**src/rtl/exc_commit_ctrl_pkg.sv**
```systemverilog
// Shared ExcCode constants, FSM encoding and priority encoder for exc_commit_ctrl.
package exc_commit_ctrl_pkg;

    localparam int unsigned XLEN   = 32;
    localparam int unsigned IRQ_W  = 6;
    localparam int unsigned CODE_W = 5;

    localparam logic [CODE_W-1:0] EXC_INT  = 5'h00;
    localparam logic [CODE_W-1:0] EXC_ADEL = 5'h04;
    localparam logic [CODE_W-1:0] EXC_ADES = 5'h05;
    localparam logic [CODE_W-1:0] EXC_SYS  = 5'h08;
    localparam logic [CODE_W-1:0] EXC_BP   = 5'h09;
    localparam logic [CODE_W-1:0] EXC_RI   = 5'h0a;
    localparam logic [CODE_W-1:0] EXC_OV   = 5'h0c;

    localparam logic [XLEN-1:0] EXC_VECTOR_DEF  = 32'hbfc00380;
    localparam int unsigned     SYNC_STAGES_DEF = 2;

    typedef enum logic [1:0] {
        ST_IDLE     = 2'd0,
        ST_FLUSH    = 2'd1,
        ST_REDIRECT = 2'd2
    } state_t;

    typedef struct packed {
        logic [CODE_W-1:0] code;
        logic [XLEN-1:0]   badvaddr;
        logic              badv_we;
    } exc_sel_t;

    // Flags are {adel_if, ri, ov, sys, bp, mem_fault}; interrupt outranks all flags.
    function automatic exc_sel_t prioritise(
        input logic              int_pend,
        input logic [IRQ_W-1:0]  flags,
        input logic              is_store,
        input logic [XLEN-1:0]   pc,
        input logic [XLEN-1:0]   badv
    );
        exc_sel_t s;
        s = '0;
        if (int_pend) begin
            s.code = EXC_INT;
        end else if (flags[5]) begin
            s.code     = EXC_ADEL;
            s.badvaddr = pc;
            s.badv_we  = 1'b1;
        end else if (flags[4]) begin
            s.code = EXC_RI;
        end else if (flags[3]) begin
            s.code = EXC_OV;
        end else if (flags[2]) begin
            s.code = EXC_SYS;
        end else if (flags[1]) begin
            s.code = EXC_BP;
        end else if (flags[0]) begin
            s.code     = is_store ? EXC_ADES : EXC_ADEL;
            s.badvaddr = badv;
            s.badv_we  = 1'b1;
        end
        return s;
    endfunction

endpackage

```
**src/rtl/exc_commit_ctrl_int_sync.sv**
```systemverilog
// Multi-stage level synchroniser for the hardware interrupt lines (sync active-low reset).
module exc_commit_ctrl_int_sync #(
    parameter int unsigned STAGES = 2,
    parameter int unsigned WIDTH  = 6
) (
    input  logic             clk,
    input  logic             rst_n,
    input  logic [WIDTH-1:0] din,
    output logic [WIDTH-1:0] dout
);

    logic [STAGES-1:0][WIDTH-1:0] chain;

    always_ff @(posedge clk) begin
        if (!rst_n) begin
            chain <= '0;
        end else begin
            chain <= {chain[STAGES-2:0], din};
        end
    end

    assign dout = chain[STAGES-1];

endmodule

```
**src/rtl/exc_commit_ctrl.sv**
```systemverilog
// Exception/interrupt commit sequencer: WB priority encode, CP0 commit pulse, flush, redirect.
// Optional TIMER_INT_EN folds timer_int into hw_ip[5].
module exc_commit_ctrl
    import exc_commit_ctrl_pkg::*;
#(
    parameter logic [31:0] EXC_VECTOR  = EXC_VECTOR_DEF,
    parameter int unsigned SYNC_STAGES = SYNC_STAGES_DEF
) (
    input  logic        clk,
    input  logic        rst_n,
    input  logic        wb_valid,
    input  logic [31:0] wb_pc,
    input  logic        wb_bd,
    input  logic [5:0]  wb_exc_flags,
    input  logic        wb_is_store,
    input  logic [31:0] wb_badvaddr,
    input  logic        wb_eret,
    input  logic [5:0]  ext_int,
    input  logic        timer_int,
    input  logic        cp0_ie,
    input  logic        cp0_exl,
    input  logic [7:0]  cp0_im,
    input  logic [1:0]  cp0_ip_sw,
    input  logic [31:0] cp0_epc,
    input  logic        redirect_ready,
    output logic        exc_commit,
    output logic        eret_commit,
    output logic [4:0]  exc_code,
    output logic [31:0] exc_epc,
    output logic        exc_bd,
    output logic [31:0] exc_badvaddr,
    output logic        exc_badv_we,
    output logic [5:0]  hw_ip,
    output logic        flush,
    output logic        stall_wb,
    output logic        redirect_valid,
    output logic [31:0] redirect_pc
);

    state_t          state, state_next;
    logic [XLEN-1:0] redirect_pc_next;
    logic [IRQ_W-1:0] hw_sync;
    logic            int_pend;
    logic            take;
    logic            eret_take;
    exc_sel_t        sel;

    exc_commit_ctrl_int_sync #(
        .STAGES (SYNC_STAGES),
        .WIDTH  (IRQ_W)
    ) u_int_sync (
        .clk   (clk),
        .rst_n (rst_n),
        .din   (ext_int),
        .dout  (hw_sync)
    );

`ifdef TIMER_INT_EN
    assign hw_ip = {hw_sync[5] | timer_int, hw_sync[4:0]};
`else
    logic unused_timer_int;
    assign unused_timer_int = timer_int;
    assign hw_ip = hw_sync;
`endif

    assign int_pend  = (|({hw_ip, cp0_ip_sw} & cp0_im)) & cp0_ie & ~cp0_exl;
    assign take      = wb_valid & (int_pend | (|wb_exc_flags));
    assign eret_take = wb_valid & wb_eret & ~take;
    assign sel       = prioritise(int_pend, wb_exc_flags, wb_is_store, wb_pc, wb_badvaddr);

    // Commit payload is only meaningful (and only non-zero) during the commit pulse.
    assign exc_code     = exc_commit ? sel.code : '0;
    assign exc_epc      = exc_commit ? (wb_bd ? wb_pc - 32'd4 : wb_pc) : '0;
    assign exc_bd       = exc_commit & wb_bd;
    assign exc_badvaddr = exc_commit ? sel.badvaddr : '0;
    assign exc_badv_we  = exc_commit & sel.badv_we;

    always_ff @(posedge clk) begin
        if (!rst_n) begin
            state          <= ST_IDLE;
            redirect_pc    <= '0;
            flush          <= 1'b0;
            stall_wb       <= 1'b0;
            redirect_valid <= 1'b0;
        end else begin
            state          <= state_next;
            redirect_pc    <= redirect_pc_next;
            flush          <= (state_next == ST_FLUSH);
            stall_wb       <= (state_next != ST_IDLE);
            redirect_valid <= (state_next == ST_REDIRECT);
        end
    end

    // WB is only looked at in IDLE; reset suppresses the combinational pulses.
    always_comb begin
        state_next       = state;
        redirect_pc_next = redirect_pc;
        exc_commit       = 1'b0;
        eret_commit      = 1'b0;
        case (state)
            ST_IDLE: begin
                if (rst_n && take) begin
                    exc_commit       = 1'b1;
                    redirect_pc_next = EXC_VECTOR;
                    state_next       = ST_FLUSH;
                end else if (rst_n && eret_take) begin
                    eret_commit      = 1'b1;
                    redirect_pc_next = cp0_epc;
                    state_next       = ST_FLUSH;
                end
            end
            ST_FLUSH: begin
                state_next = ST_REDIRECT;
            end
            ST_REDIRECT: begin
                if (redirect_ready) begin
                    state_next = ST_IDLE;
                end
            end
            default: begin
                state_next = ST_IDLE;
            end
        endcase
    end

endmodule
```
**config.mk**
```make
export PLATFORM = sky130hd
export DESIGN_NAME = exc_commit_ctrl
export DESIGN_NICKNAME = d
export VERILOG_FILES = /design/src/rtl/exc_commit_ctrl_pkg.sv /design/src/rtl/exc_commit_ctrl_int_sync.sv /design/src/rtl/exc_commit_ctrl.sv
export SDC_FILE = /design/constraint.sdc
export NUM_CORES = 1
export LEC_CHECK = 0
export CAP_MARGIN = 20
export CORE_MARGIN = 3
export CORE_UTILIZATION = 25
export DETAILED_ROUTE_END_ITERATION = 8
export PLACE_DENSITY = 0.65
export REMOVE_ABC_BUFFERS = 1
export SYNTH_ARGS = -nofsm -noshare
export SYNTH_HDL_FRONTEND = slang
export SYNTH_HIERARCHICAL = 1
export SYNTH_SLANG_ARGS = --single-unit
```
**constraint.sdc**
```tcl
create_clock -name clk -period 7.5 [get_ports clk]
set_input_delay 1.5 -clock clk [delete_from_list [all_inputs] [get_ports clk]]
set_output_delay 1.5 -clock clk [all_outputs]
set_load 0.005 [all_outputs]
```
* After elaboration in Yosys (flattened, before gate mapping) *
Cells that the tools add are included.

storage, ports and cells
  output and inout bits = 114
  bits in registers = 49
  word-level logic and storage cells = 59
  input bits = 128

cells by class
  reduce and logical (&&, ||, !) cells = 8
  bitwise logic cells = 11
  equal/unequal tests = 4
  add/subtract/negate cells = 1
  multiplexer cells = 28

operators by type and width
  cell                                                                  count
  33-bit 2-to-1 mux                                                     5
  32-bit 2-to-1 mux                                                     5
  38-bit 2-to-1 mux                                                     1
  36-bit 2-to-1 mux                                                     1
  32-bit by 3-bit subtractor with 32-bit output, second input constant  1
  4-bit 2-to-1 mux                                                      4
  5-bit 2-to-1 mux                                                      2
  8-bit bitwise AND                                                     1
  8-bit OR reduction                                                    1
  1-bit bitwise AND                                                     7
  1-bit 2-to-1 mux                                                      6
  2-bit 2-to-1 mux                                                      3
  2-bit one-hot mux with 3 select lines                                 1
  6-bit OR reduction                                                    1
  2-bit by 1-bit == test with 1-bit output, second input constant       2
  2-bit == test, second input constant                                  2
  2-bit nonzero test                                                    2
  1-bit logical AND                                                     2
  2-bit zero test                                                       1
  1-bit inverter                                                        2
  2-bit AND reduction                                                   1
  1-bit bitwise OR                                                      1

* Depth between registers and ports, before layout *
  depth after elaboration = 13
  mapped depth = 7
  depth with buffers taken out = 6

* Modules after synthesis *
The synthesis kept the hierarchy.

modules (own cells, without submodules)
  module                    times used  sequential area each (um^2)  cells each  area each (um^2)
  exc_commit_ctrl           1           740.7                        327         2666.3
  exc_commit_ctrl_int_sync  1           240.2                        31          381.6

* Worst setup path before layout *
Ideal clock, no wire load.

  kind = input-to-output
  start = input wb_exc_flags[1]
  end = output exc_epc[10]
  arrival = 3002 ps
  required time = 6000 ps
  buffers on the path = 1
  stages = 5
  path slack = 2998 ps
  cell sequence = or4_1 -> or3_4 -> o21ai_1 -> clkbuf_1 -> nor2_1

on the way
  word-level cells in the longest chain between the ends = 7

ends and longest elaborated chain
  item                line                    source
  start: declaration  exc_commit_ctrl.sv:14   input logic [5:0] wb_exc_flags,
  6-bit OR reduction  exc_commit_ctrl.sv:67   assign take = wb_valid & (int_pend | (|wb_exc_flags));
  1-bit bitwise OR    exc_commit_ctrl.sv:67
  1-bit bitwise AND   exc_commit_ctrl.sv:67
  1-bit logical AND   exc_commit_ctrl.sv:102  if (rst_n && take) begin
  1-bit 2-to-1 mux    exc_commit_ctrl.sv:102
  1-bit 2-to-1 mux    exc_commit_ctrl.sv:100  case (state)
  32-bit 2-to-1 mux   exc_commit_ctrl.sv:73   assign exc_epc = exc_commit ? (wb_bd ? wb_pc - 32'd4 : wb_pc) : '0;
  end: declaration    exc_commit_ctrl.sv:29   output logic [31:0] exc_epc,

Every way passes these cells.

* Final worst setup path *
  start = input wb_exc_flags[1]
  end = output exc_epc[6]

The elaborated chain is that of the path after synthesis.

==> metrics.md <==
| Metric | Value |
|---|---|
| Clock skew | `approximately 0.005 ns` |
| Yosys cell types | `between 40 and 50` |
| Per-cell routed wire length | `approximately 18 um` |
| Num rows | `39` |
| Commonest non-fill, non-tap cell in the layout | `clkdlybuf4s50_1` |
| Routed vias/inst | `approximately 5` |
| CP Capture Type | `primary output` |
| Nets | `708` |
| CP max FO | `19` |
| Power Internal | `557.3 uW` |
| Fin crit share | `0.7972` |
| Root Driver | `clkbuf_16` |
| Non-Filler Instances | `roughly 720` |
| Cells after Synth | `roughly 360` |
| Mapped cell area | `3048 um^2` |
| Yosys top cell area share | `0.3218` |
| Starting density of the core | `0.2613` |
| Skew-Pair Late Insertion Delay | `around 0.29 ns` |
| Die area | `~14,000 um^2` |
| I/O Buffers | `roughly 240` |
| CTS max path bufs | `2` |
| Fin Setup TNS | `0 ns` |
| Core area | `between 10,000 and 15,000 um^2` |
| CTS tree | `yes` |
| Footprint of the multi-input gates | `about 1900 um^2` |
| Max-slew violation count | `0` |
| HP Class | `register to register` |
| Placed cells | `just over 700` |
| Combinational power share | `0.266` |
| Final setup viols | `0` |
| Synth Flop Type | `dfxtp_1` |
| # diodes | `0` |
| IO Pins | `242` |
| Area leader, netlist | `dfxtp_1` |
| Mapped Avg Cell Area | `between 8 and 9 um^2` |
| Post-DP HPWL | `between 10,000 and 15,000 um` |
| Total of warnings raised by yosys | `6` |
| Worst-Margin Slew | `approximately 0.96 ns` |
| Status | `complete, no violations` |
| Clock power share | `0.359` |
| Largest cells by area after synthesis | `dfxtp_1 32%, mux2i_1 9.9%, a32o_1 6.6%` |
| Crit path arrival time | `between 4 and 5 ns` |
| Rel. slew slack | `0.3606` |
| # clock sinks | `roughly 50` |
| CP required | `approximately 6.0 ns` |
| Net Switching | `roughly 170 uW` |
| First-pass GRT wire length | `about 18,000 um` |
| Max Fclk | `0.1672 GHz` |
| Vias in the first global route | `roughly 3,600` |
| Clock slew seen by the registers of the worst setup and hold paths | `roughly 0.060 ns` |
| Post-Route WL | `12,770 um` |
| Layout cells sized above 1 | `0.06379` |
| Area grow syn2layout | `87.15%` |
| # DRC | `0` |
| Starting DRT DRC Count | `167` |
| Storage element area | `about 980 um^2` |
| First drt pass iteration count | `4` |
| Leakage | `between 0.002 and 0.0025 uW` |
| GP Congestion | `about 0.76` |
| Max-cap violations | `0` |
| Post-synthesis sequential area ratio | `0.3218` |
| Antenna-violating nets left | `0` |
| GRT Overall Usage | `0.1744` |
| Fraction of registers with async set/reset | `0` |
| Path type of the worst setup path | `input port to primary output` |
| Grt total ovfl | `0` |
| Worst IR drop on VDD | `about 0.14 mV` |
| Power per Cell Area | `between 100 and 150 nW/um^2` |
| Hold Buf Count CTS | `0` |
| Initial antenna violation count | `0` |
| CTS buffer count | `5` |
| Chip height | `about 120 um` |
| CP Launch Type | `input port` |
| Fill cell count | `around 1,100` |
| Fin crit period | `around 6 ns` |
| Die width | `roughly 120 um` |
| Routed via count | `between 3,000 and 4,000` |
| Setup bufs post-CTS | `0` |
| Most frequent cells in the layout | `238 x clkdlybuf4s50_1, 53 x nor2_1, 49 x dfxtp_1, 30 x mux2i_1, 22 x a21oi_1` |
| Sw frac | `0.2389` |
| Pin count of the biggest net entering global routing | `47` |
| Yosys reg bits | `around 50` |
| Final hold vios | `0` |
| Number of enable flip-flop cells after synthesis | `0` |
| Post-CTS Resized | `0` |
| H-tree depth | `2` |
| RSZ-0062 raised after global routing | `false` |
| Reg power frac | `0.375` |
==> layer usage <==
layer,routed length (um),vias up,GRT usage,share of wire
li1,-,1778,-,-
met1,4694,1651,0.1858,0.37
met2,6265,185,0.3192,0.49
met3,1712,5,0.07461,0.13
met4,93,0,0.03790,0.0073
met5,0,-,0,0
==> stage by stage <==
stage / hold WS [ns] / util / power, uW / setup WS, ns / area [um^2]
after detailed placement: 0.4199 / 0.4716 / 475.1 / 1.489 / 5500
after CTS: 0.4442 / 0.4868 / 738.8 / 1.480 / 5677
after global placement: 0.4205 / 0.4716 / 472.1 / 1.529 / 5500
final: 0.4452 / 0.4891 / 732.2 / 1.521 / 5704
after floorplan: 0.4118 / - / 333.0 / 2.042 / 2887
after global routing: 0.4539 / 0.4891 / 764.4 / 1.341 / 5704
==> state kept, by name, summed over array words and instances (netlist names) <==
register	count
flush	1
redirect_pc	32
redirect_valid	1
stall_wb	1
state	2
u_int_sync/chain	6
u_int_sync/dout	6
==> worst max-delay path, cell delays in order <==
cell and delay [ns]:
clkdlybuf4s50_1 0.46, or4_1 0.60, or3_4 0.39, o21ai_2 0.63
buf_4 0.33, nor2_1 0.07, clkdlybuf4s50_1 0.49
==> synthesized netlist by cell type, types with 5 or more instances <==
cell type  instances
buf_2              6
dfxtp_1           49
buf_4              8
inv_1              7
or3_1              7
nand2_1           12
clkbuf_1          14
nor3_1             9
nand3_1            5
nand4_1            6
o221a_1            8
mux2i_1           30
xor2_1             7
nor2_1            53
a21oi_1           22
or4_1             15
and2_1             7
and2_2             8
o31ai_1           13
a32o_1            20
==> logic make-up after synthesis <==
logic type	after synthesis	share of synthesized area
buffers and inverters	39	0.06281
other	1	0.001230
muxes	30	0.09852
AOI/OAI and AO/OA	84	0.2245
and+or+nand+nor	144	0.2582
adders and majority gates	1	0.004104
DFF	49	0.3218
xor gates and xnor gates	10	0.02874
==> layout make-up <==
type,count,share of cell area
clock buffer,6,0.02435
inverter,8,0.005264
sequential,49,0.1720
multi-input combinational,270,0.3306
timing repair buffer,245,0.4299
clock inverter,2,0.006580
tap,143,0.03137
==> power groups by stage <==
stage | Clock (uW) | Sequential, uW | Combinational [uW]
after global routing | 278 | 276 | 210
after global placement | 0 | 280 | 192
after CTS | 268 | 275 | 196
after floorplan | 0 | 281 | 52.5
after detailed placement | 0 | 280 | 195
final | 263 | 275 | 195
==> final timing paths <==
check / from / endpoint / depth (start not counted) / slack (ns)
setup reg to reg: u_int_sync/dout[1]$_SDFF_PN0_ / redirect_pc[22]$_SDFFE_PN0P_ / 5 / 4.82
hold reg to reg: u_int_sync/chain[4]$_SDFF_PN0_ / u_int_sync/dout[4]$_SDFF_PN0_ / 1 / 0.45
hold / removal: u_int_sync/chain[4]$_SDFF_PN0_ / u_int_sync/dout[4]$_SDFF_PN0_ / 1 / 0.45
setup / recovery: wb_exc_flags[1] / exc_epc[6] / 7 / 1.52
(Power assumes the default switching activity.)
